[config.mk]
export PLATFORM = sky130hd
export DESIGN_NAME = uart_rx
export DESIGN_NICKNAME = d
export VERILOG_FILES = /design/src/rtl/uart_pkg.sv /design/src/rtl/uart_rx_baud_gen.sv /design/src/rtl/uart_rx.sv
export SDC_FILE = /design/constraint.sdc
export NUM_CORES = 1
export LEC_CHECK = 0
export CORE_MARGIN = 1.5
export CORE_UTILIZATION = 50
export DETAILED_ROUTE_END_ITERATION = 10
export GPL_TIMING_DRIVEN = 0
export PLACE_DENSITY_LB_ADDON = 0.15
export SLEW_MARGIN = 20
export SYNTH_ARGS = -nofsm -noshare
export SYNTH_HDL_FRONTEND = slang
export SYNTH_SLANG_ARGS = --single-unit
[constraint.sdc]
create_clock -name clk -period 2.9 [get_ports clk]
set_input_delay 0.435 -clock clk [delete_from_list [all_inputs] [get_ports clk]]
set_output_delay 0.435 -clock clk [all_outputs]
set_load 0.01 [all_outputs]
[src/rtl/uart_pkg.sv]
// rtl/uart_pkg.sv - shared constants, baud table and FSM state type for the UART receive path
package uart_pkg;

  localparam int DATA_BITS  = 8;
  localparam int OVERSAMPLE = 16;

  localparam int BAUD_RATES [8] = '{300, 1200, 4800, 9600, 19200, 38400, 57600, 115200};

  typedef enum logic [2:0] {
    ST_IDLE,
    ST_START,
    ST_DATA,
    ST_PARITY,
    ST_STOP,
    ST_EVAL
  } rx_state_e;

  // Round to nearest; a divider below 1 would never tick.
  function automatic int baud_divider(input int clk_hz, input int baud);
    int d;
    d = (clk_hz + (OVERSAMPLE * baud) / 2) / (OVERSAMPLE * baud);
    if (d < 1) d = 1;
    return d;
  endfunction

endpackage

[src/rtl/uart_rx_baud_gen.sv]
// rtl/uart_rx_baud_gen.sv - 16x oversample tick generator selected by baud_select
module baud_gen
  import uart_pkg::*;
#(
  parameter int CLK_FREQ_HZ = 100_000_000
) (
  input  logic       clk,
  input  logic       rst,
  input  logic [2:0] baud_select,
  output logic       sample_tick
);

  typedef logic [15:0] cnt_t;

  localparam cnt_t DIV_M1 [8] = '{
    cnt_t'(baud_divider(CLK_FREQ_HZ, BAUD_RATES[0]) - 1),
    cnt_t'(baud_divider(CLK_FREQ_HZ, BAUD_RATES[1]) - 1),
    cnt_t'(baud_divider(CLK_FREQ_HZ, BAUD_RATES[2]) - 1),
    cnt_t'(baud_divider(CLK_FREQ_HZ, BAUD_RATES[3]) - 1),
    cnt_t'(baud_divider(CLK_FREQ_HZ, BAUD_RATES[4]) - 1),
    cnt_t'(baud_divider(CLK_FREQ_HZ, BAUD_RATES[5]) - 1),
    cnt_t'(baud_divider(CLK_FREQ_HZ, BAUD_RATES[6]) - 1),
    cnt_t'(baud_divider(CLK_FREQ_HZ, BAUD_RATES[7]) - 1)
  };

  cnt_t       count_q, count_d;
  logic [2:0] sel_q, sel_d;
  logic       sel_change;
  logic       tick;

  always_comb begin
    sel_d      = baud_select;
    sel_change = (baud_select != sel_q);
    // A rate change restarts the period, so no tick is issued on that cycle.
    tick       = !sel_change && (count_q == DIV_M1[baud_select]);
    if (sel_change || tick) begin
      count_d = '0;
    end else begin
      count_d = count_q + cnt_t'(1);
    end
  end

  always_ff @(posedge clk) begin
    if (rst) begin
      count_q <= '0;
      sel_q   <= '0;
    end else begin
      count_q <= count_d;
      sel_q   <= sel_d;
    end
  end

  assign sample_tick = tick;

endmodule

[src/rtl/uart_rx.sv]
// rtl/uart_rx.sv - 8E1 UART receiver with 16x oversampling, framing and parity flags
// Define UART_RX_MAJORITY_VOTE_EN to take each bit as a 2-of-3 vote around mid-bit.
module uart_rx
  import uart_pkg::*;
#(
  parameter int CLK_FREQ_HZ = 100_000_000
) (
  input  logic                 clk,
  input  logic                 rst,
  input  logic [2:0]           baud_select,
  input  logic                 rx_en,
  input  logic                 rxd,
  output logic [DATA_BITS-1:0] rx_data,
  output logic                 rx_ferror,
  output logic                 rx_perror,
  output logic                 rx_valid
);

`ifdef UART_RX_MAJORITY_VOTE_EN
  localparam logic [3:0] START_PT = 4'd8;
  localparam logic [3:0] BIT_PT   = 4'd0;
  localparam logic [3:0] S_RELOAD = 4'd1;
`else
  localparam logic [3:0] START_PT = 4'd7;
  localparam logic [3:0] BIT_PT   = 4'd15;
  localparam logic [3:0] S_RELOAD = 4'd0;
`endif

  logic                 tick;
  logic                 sync1_q, sync2_q;
  rx_state_e            state_q, state_d;
  logic [3:0]           s_q, s_d;
  logic [2:0]           bit_q, bit_d;
  logic [DATA_BITS-1:0] shift_q, shift_d;
  logic                 par_q, par_d;
  logic                 stop_q, stop_d;
  logic [DATA_BITS-1:0] data_q, data_d;
  logic                 ferr_q, ferr_d;
  logic                 perr_q, perr_d;
  logic                 valid_q, valid_d;
  logic [2:0]           sel_q, sel_d;
  logic                 rxs;
  logic                 samp;

  baud_gen #(.CLK_FREQ_HZ(CLK_FREQ_HZ)) u_baud (
    .clk        (clk),
    .rst        (rst),
    .baud_select(baud_select),
    .sample_tick(tick)
  );

  assign rxs = sync2_q;

`ifdef UART_RX_MAJORITY_VOTE_EN
  // v0/v1 hold the two previous tick samples; with rxs they form the vote window.
  logic v0_q, v1_q;
  always_ff @(posedge clk) begin
    if (rst) begin
      v0_q <= 1'b1;
      v1_q <= 1'b1;
    end else if (tick) begin
      v0_q <= v1_q;
      v1_q <= rxs;
    end
  end
  assign samp = (v0_q & v1_q) | (v0_q & rxs) | (v1_q & rxs);
`else
  assign samp = rxs;
`endif

  always_comb begin
    state_d = state_q;
    s_d     = s_q;
    bit_d   = bit_q;
    shift_d = shift_q;
    par_d   = par_q;
    stop_d  = stop_q;
    data_d  = data_q;
    ferr_d  = ferr_q;
    perr_d  = perr_q;
    valid_d = 1'b0;
    sel_d   = baud_select;

    if (!rx_en || (baud_select != sel_q)) begin
      state_d = ST_IDLE;
    end else begin
      case (state_q)
        ST_IDLE: begin
          if (tick && !rxs) begin
            state_d = ST_START;
            s_d     = 4'd0;
          end
        end
        ST_START: begin
          if (tick) begin
            s_d = s_q + 4'd1;
            if (s_q == START_PT) begin
              if (samp) begin
                state_d = ST_IDLE;
              end else begin
                state_d = ST_DATA;
                s_d     = S_RELOAD;
                bit_d   = 3'd0;
                ferr_d  = 1'b0;
                perr_d  = 1'b0;
              end
            end
          end
        end
        ST_DATA: begin
          if (tick) begin
            s_d = s_q + 4'd1;
            if (s_q == BIT_PT) begin
              shift_d = {samp, shift_q[DATA_BITS-1:1]};
              bit_d   = bit_q + 3'd1;
              if (bit_q == 3'(DATA_BITS - 1)) state_d = ST_PARITY;
            end
          end
        end
        ST_PARITY: begin
          if (tick) begin
            s_d = s_q + 4'd1;
            if (s_q == BIT_PT) begin
              par_d   = samp;
              state_d = ST_STOP;
            end
          end
        end
        ST_STOP: begin
          if (tick) begin
            s_d = s_q + 4'd1;
            if (s_q == BIT_PT) begin
              stop_d  = samp;
              state_d = ST_EVAL;
            end
          end
        end
        ST_EVAL: begin
          state_d = ST_IDLE;
          perr_d  = ^{shift_q, par_q};
          ferr_d  = ~stop_q;
          if (stop_q && !(^{shift_q, par_q})) begin
            data_d  = shift_q;
            valid_d = 1'b1;
          end
        end
        default: state_d = ST_IDLE;
      endcase
    end
  end

  always_ff @(posedge clk) begin
    if (rst) begin
      sync1_q <= 1'b1;
      sync2_q <= 1'b1;
      state_q <= ST_IDLE;
      s_q     <= '0;
      bit_q   <= '0;
      shift_q <= '0;
      par_q   <= 1'b0;
      stop_q  <= 1'b1;
      data_q  <= '0;
      ferr_q  <= 1'b0;
      perr_q  <= 1'b0;
      valid_q <= 1'b0;
      sel_q   <= '0;
    end else begin
      sync1_q <= rxd;
      sync2_q <= sync1_q;
      state_q <= state_d;
      s_q     <= s_d;
      bit_q   <= bit_d;
      shift_q <= shift_d;
      par_q   <= par_d;
      stop_q  <= stop_d;
      data_q  <= data_d;
      ferr_q  <= ferr_d;
      perr_q  <= perr_d;
      valid_q <= valid_d;
      sel_q   <= sel_d;
    end
  end

  assign rx_data   = data_q;
  assign rx_ferror = ferr_q;
  assign rx_perror = perr_q;
  assign rx_valid  = valid_q;

endmodule

==> impl_results.md <==
- Worst setup SP type: input pin
- DR WL/cell: 14.0 um
- Post-synth EDFFs: 0
- First-pass GRT wire length: 10,400 um
- Top delay family on crit path: simple AND/OR/NAND/NOR gates
- Worst Path Buf+Inv: 3
- Post-synth top cells: 52 x dfxtp_1, 37 x nor2_1, 24 x nand3_1, 20 x a21oi_1
- Fin Hold WS: 0.414 ns
- Initial antenna violation count: 0
- Post-synth ARST share: 0
- PortBufs: 17
- Clock Path Buffers: 2
- Post-Place Cells: 420
- CP max stage delay: 0.55 ns
- Fin cells: 428
- Row Count: 27
- Worst-path clk slew: 0.10 ns
- P&R area growth vs syn: 12.6%
- Iter 0 DRT Violations: 82
- Layout cells sized above 1: 0.0927
- Final max-slew violation count: 0
- Register bit total from synthesis: 52
- FF-to-FF path depth: 10
- Peak supply drop: between 300 and 400 uV
- Yosys cell types: 48
- Xor/xnor share of the synthesized area: 0.111
- Total GRT Usage: 0.211
- Compound-gate portion of the synthesized area: 0.115
- Power per Cell Area: 411 nW/um^2
- Max Cap Violations: 0
- Hpwl dp: 4310 um
- Synth Flop Type: dfxtp_1
- Outcome: finished clean
- Req. time, crit path: between 3 and 4 ns
- Via count: about 2,300
- Clk root buf: clkbuf_8
- Diode count: 0
- CTS Buf Count: 5
- RSZ-0062 raised after global routing: no
- Final core occ: 0.586
- TritonCTS Sinks: between 50 and 60
- Die Ht: ~80 um
- H-tree depth: 2
- Hold path depth: 1
- Minimum clock period after layout: roughly 2.7 ns
- Worst slew pin tran: between 0.8 and 0.9 ns
- Slew margin rel.: 0.450
- Die ar.: approximately 6200 sq um
- Final period utilization: 0.929
- Starting Density: 0.521
- Drt via density: approximately 5.5
- Largest family of logic cells by synthesized area: simple AND/OR/NAND/NOR gates
- Final setup vio count: 0
- Vias in the first global route: ~2,300
- Synthesized area: 2880 sq um
- WP data arrival: 2.88 ns
- Final Hold Vio Count: 0
- Skew-Pair Late Insertion Delay: 0.33 ns
- Synth Area in Simple Gates: 0.274
- Leakage power: 1.20 nW
- Post-Syn Area per Cell: 8.71 sq um
- Routed Antenna Nets: 0
- I/O pins: 18
- Yosys top cell by area: dfxtp_1
- Core Footprint: approximately 5500 sq um
- Crit path kind: input pin to flop
- 1st-pass router iterations: 4
- Synth Area in Adders: 0.0434
- Sequential area share after synthesis: 0.361
- DRC: 0
- Largest net degree at the start of global routing: 17
- Synth top area share: 0.361
- Nets: 372
- Worst Hold End: rxs$_SDFF_PP1_
- Chip width: 78.9 um
- HP Class: flop to flop
- Pre-CTS worst setup slack: -0.595 ns
- Post-synthesis mux area share: 0.0456
- Routed wire length: 5990 um
- Post-synth net total: roughly 350
- Hold_sp: sync1_q$_SDFF_PP1_
- Largest cells by area after synthesis: dfxtp_1 36%, xnor2_1 5.2%, xor2_1 5.2%, nor2_1 4.8%, ha_1 4.3%
- CTS tree: built
- Critical path's slowest cell: or4_4
- R2r startpoint: u_baud.count_q[7]$_SDFF_PP0_
- Setup Skew: 0.0146 ns
- Synth Warn #: 0
- Worst setup EP type: flop
- Fin worst setup slack: 0.205 ns
- GPL Wtd Cong: 0.868
- Most numerous cell in the Yosys netlist: dfxtp_1
- Max Fclk: roughly 370 MHz
- CP max FO: 10
- Cell count after synthesis: ~330
- CP cell instances: clkdlybuf4s50_1 -> buf_6 -> xor2_1 -> or4_4 -> or4_4 -> nand2b_4 -> buf_6 -> mux2i_1 -> nor2_1
- Reg-to-Reg End: u_baud.count_q[15]$_SDFF_PP0_
- Register-to-register setup slack: 0.44 ns
- Aggregate global routing overflow: 0
metal layers:
layer  vias to the layer above  wire (um)  track usage
li1                       1212          -            -
met1                      1094       2900        0.259
met2                        30       2830        0.366
met3                        10        142       0.0356
met4                         0        111       0.0860
met5                         -          0            0
state kept, by name, indices dropped and copies added (netlist names):
signal	count
bit_q	3
par_q	1
rx_data	8
rx_ferror	1
rx_perror	1
rx_valid	1
rxs	1
s_q	4
shift_q	8
state_q	3
stop_q	1
sync1_q	1
u_baud.count_q	16
u_baud.sel_q	3
stage by stage:
step / total power [mW] / setup TNS, ns / cell area, sq um
2_1_floorplan: 0.802 / 0 / 2880
3_3_place_gp: 0.829 / -17.26 / 3140
3_5_place_dp: 0.830 / -18.93 / 3140
4_1_cts: 1.34 / 0 / 3250
5_1_grt: 1.38 / 0 / 3250
6_report: 1.33 / 0 / 3250
area by class of cell:
cell class,count,area (sq um)
fill,517,2290
multi-input combinational,253,1700
sequential,52,1040
timing repair buffer,17,160
buffer,18,115
tap,72,90.1
clock buffer,5,68.8
clock inverter,3,42.5
inverter,8,30.0
power by group:
group / internal [mW] / leakage, nW / total (mW) / switching (mW)
Combinational: 0.0386 / 0.723 / 0.0924 / 0.0538
Clock: 0.256 / 0.0541 / 0.521 / 0.265
Sequential: 0.718 / 0.420 / 0.720 / 0.00201
cell families (layout without fill, tap and decap cells):
kind of cell	after synthesis	count (layout)
buffers and inverters	26	51
muxes	13	13
DFF	52	52
AOI/OAI and AO/OA	54	54
xor gates and xnor gates	35	35
and+or+nand+nor	141	141
adders and majority gates	10	10
worst max path at each step:
| stage | from | end | slack [ns] | cells past startpoint |
|---|---|---|---|---|
| 4_1_cts | baud_select[1] | u_baud.count_q[11]$_SDFF_PP0_ | 0.07 | 11 |
| 5_1_grt | baud_select[2] | rx_data[2]$_SDFFE_PP0P_ | 0.09 | 9 |
| 2_1_floorplan | baud_select[0] | u_baud.count_q[10]$_SDFF_PP0_ | 0.50 | 10 |
| 3_3_place_gp | baud_select[1] | bit_q[1]$_SDFFE_PP0P_ | -0.54 | 9 |
| 3_5_place_dp | baud_select[1] | bit_q[1]$_SDFFE_PP0P_ | -0.59 | 9 |
| 6_report | baud_select[2] | rx_data[2]$_SDFFE_PP0P_ | 0.21 | 9 |
what timing repair did:
| action | 4_1_cts | 5_1_grt |
|---|---|---|
| hold buffers | 0 | 0 |
| resized for setup | 3 | 4 |
| buffers inserted | 0 | 0 |
| pin swaps | 2 | 0 |
| endpoints found under the setup margin | 35 | 23 |
worst reg2reg max path: cells and delay by family (launching register included):
| family | cells | cell delay, ns |
|---|---|---|
| buffers and inverters | 4 | 0.57 |
| DFF | 1 | 0.32 |
| AOI/OAI and AO/OA | 2 | 0.56 |
| and+or+nand+nor | 4 | 0.90 |
placed cells by master, fill, tap and decap left out, types with 10 or more instances in the layout:
cell and n:
dfxtp_1 52, nor2_1 37, nand3_1 24, a21oi_1 20, xor2_1 17, o21ai_0 17, xnor2_1 17, clkdlybuf4s50_1 15
nand2_1 13, mux2i_1 12, nand2b_1 10, nand4_1 10, ha_1 10
Note: power is estimated with default switching activity, not from simulation.
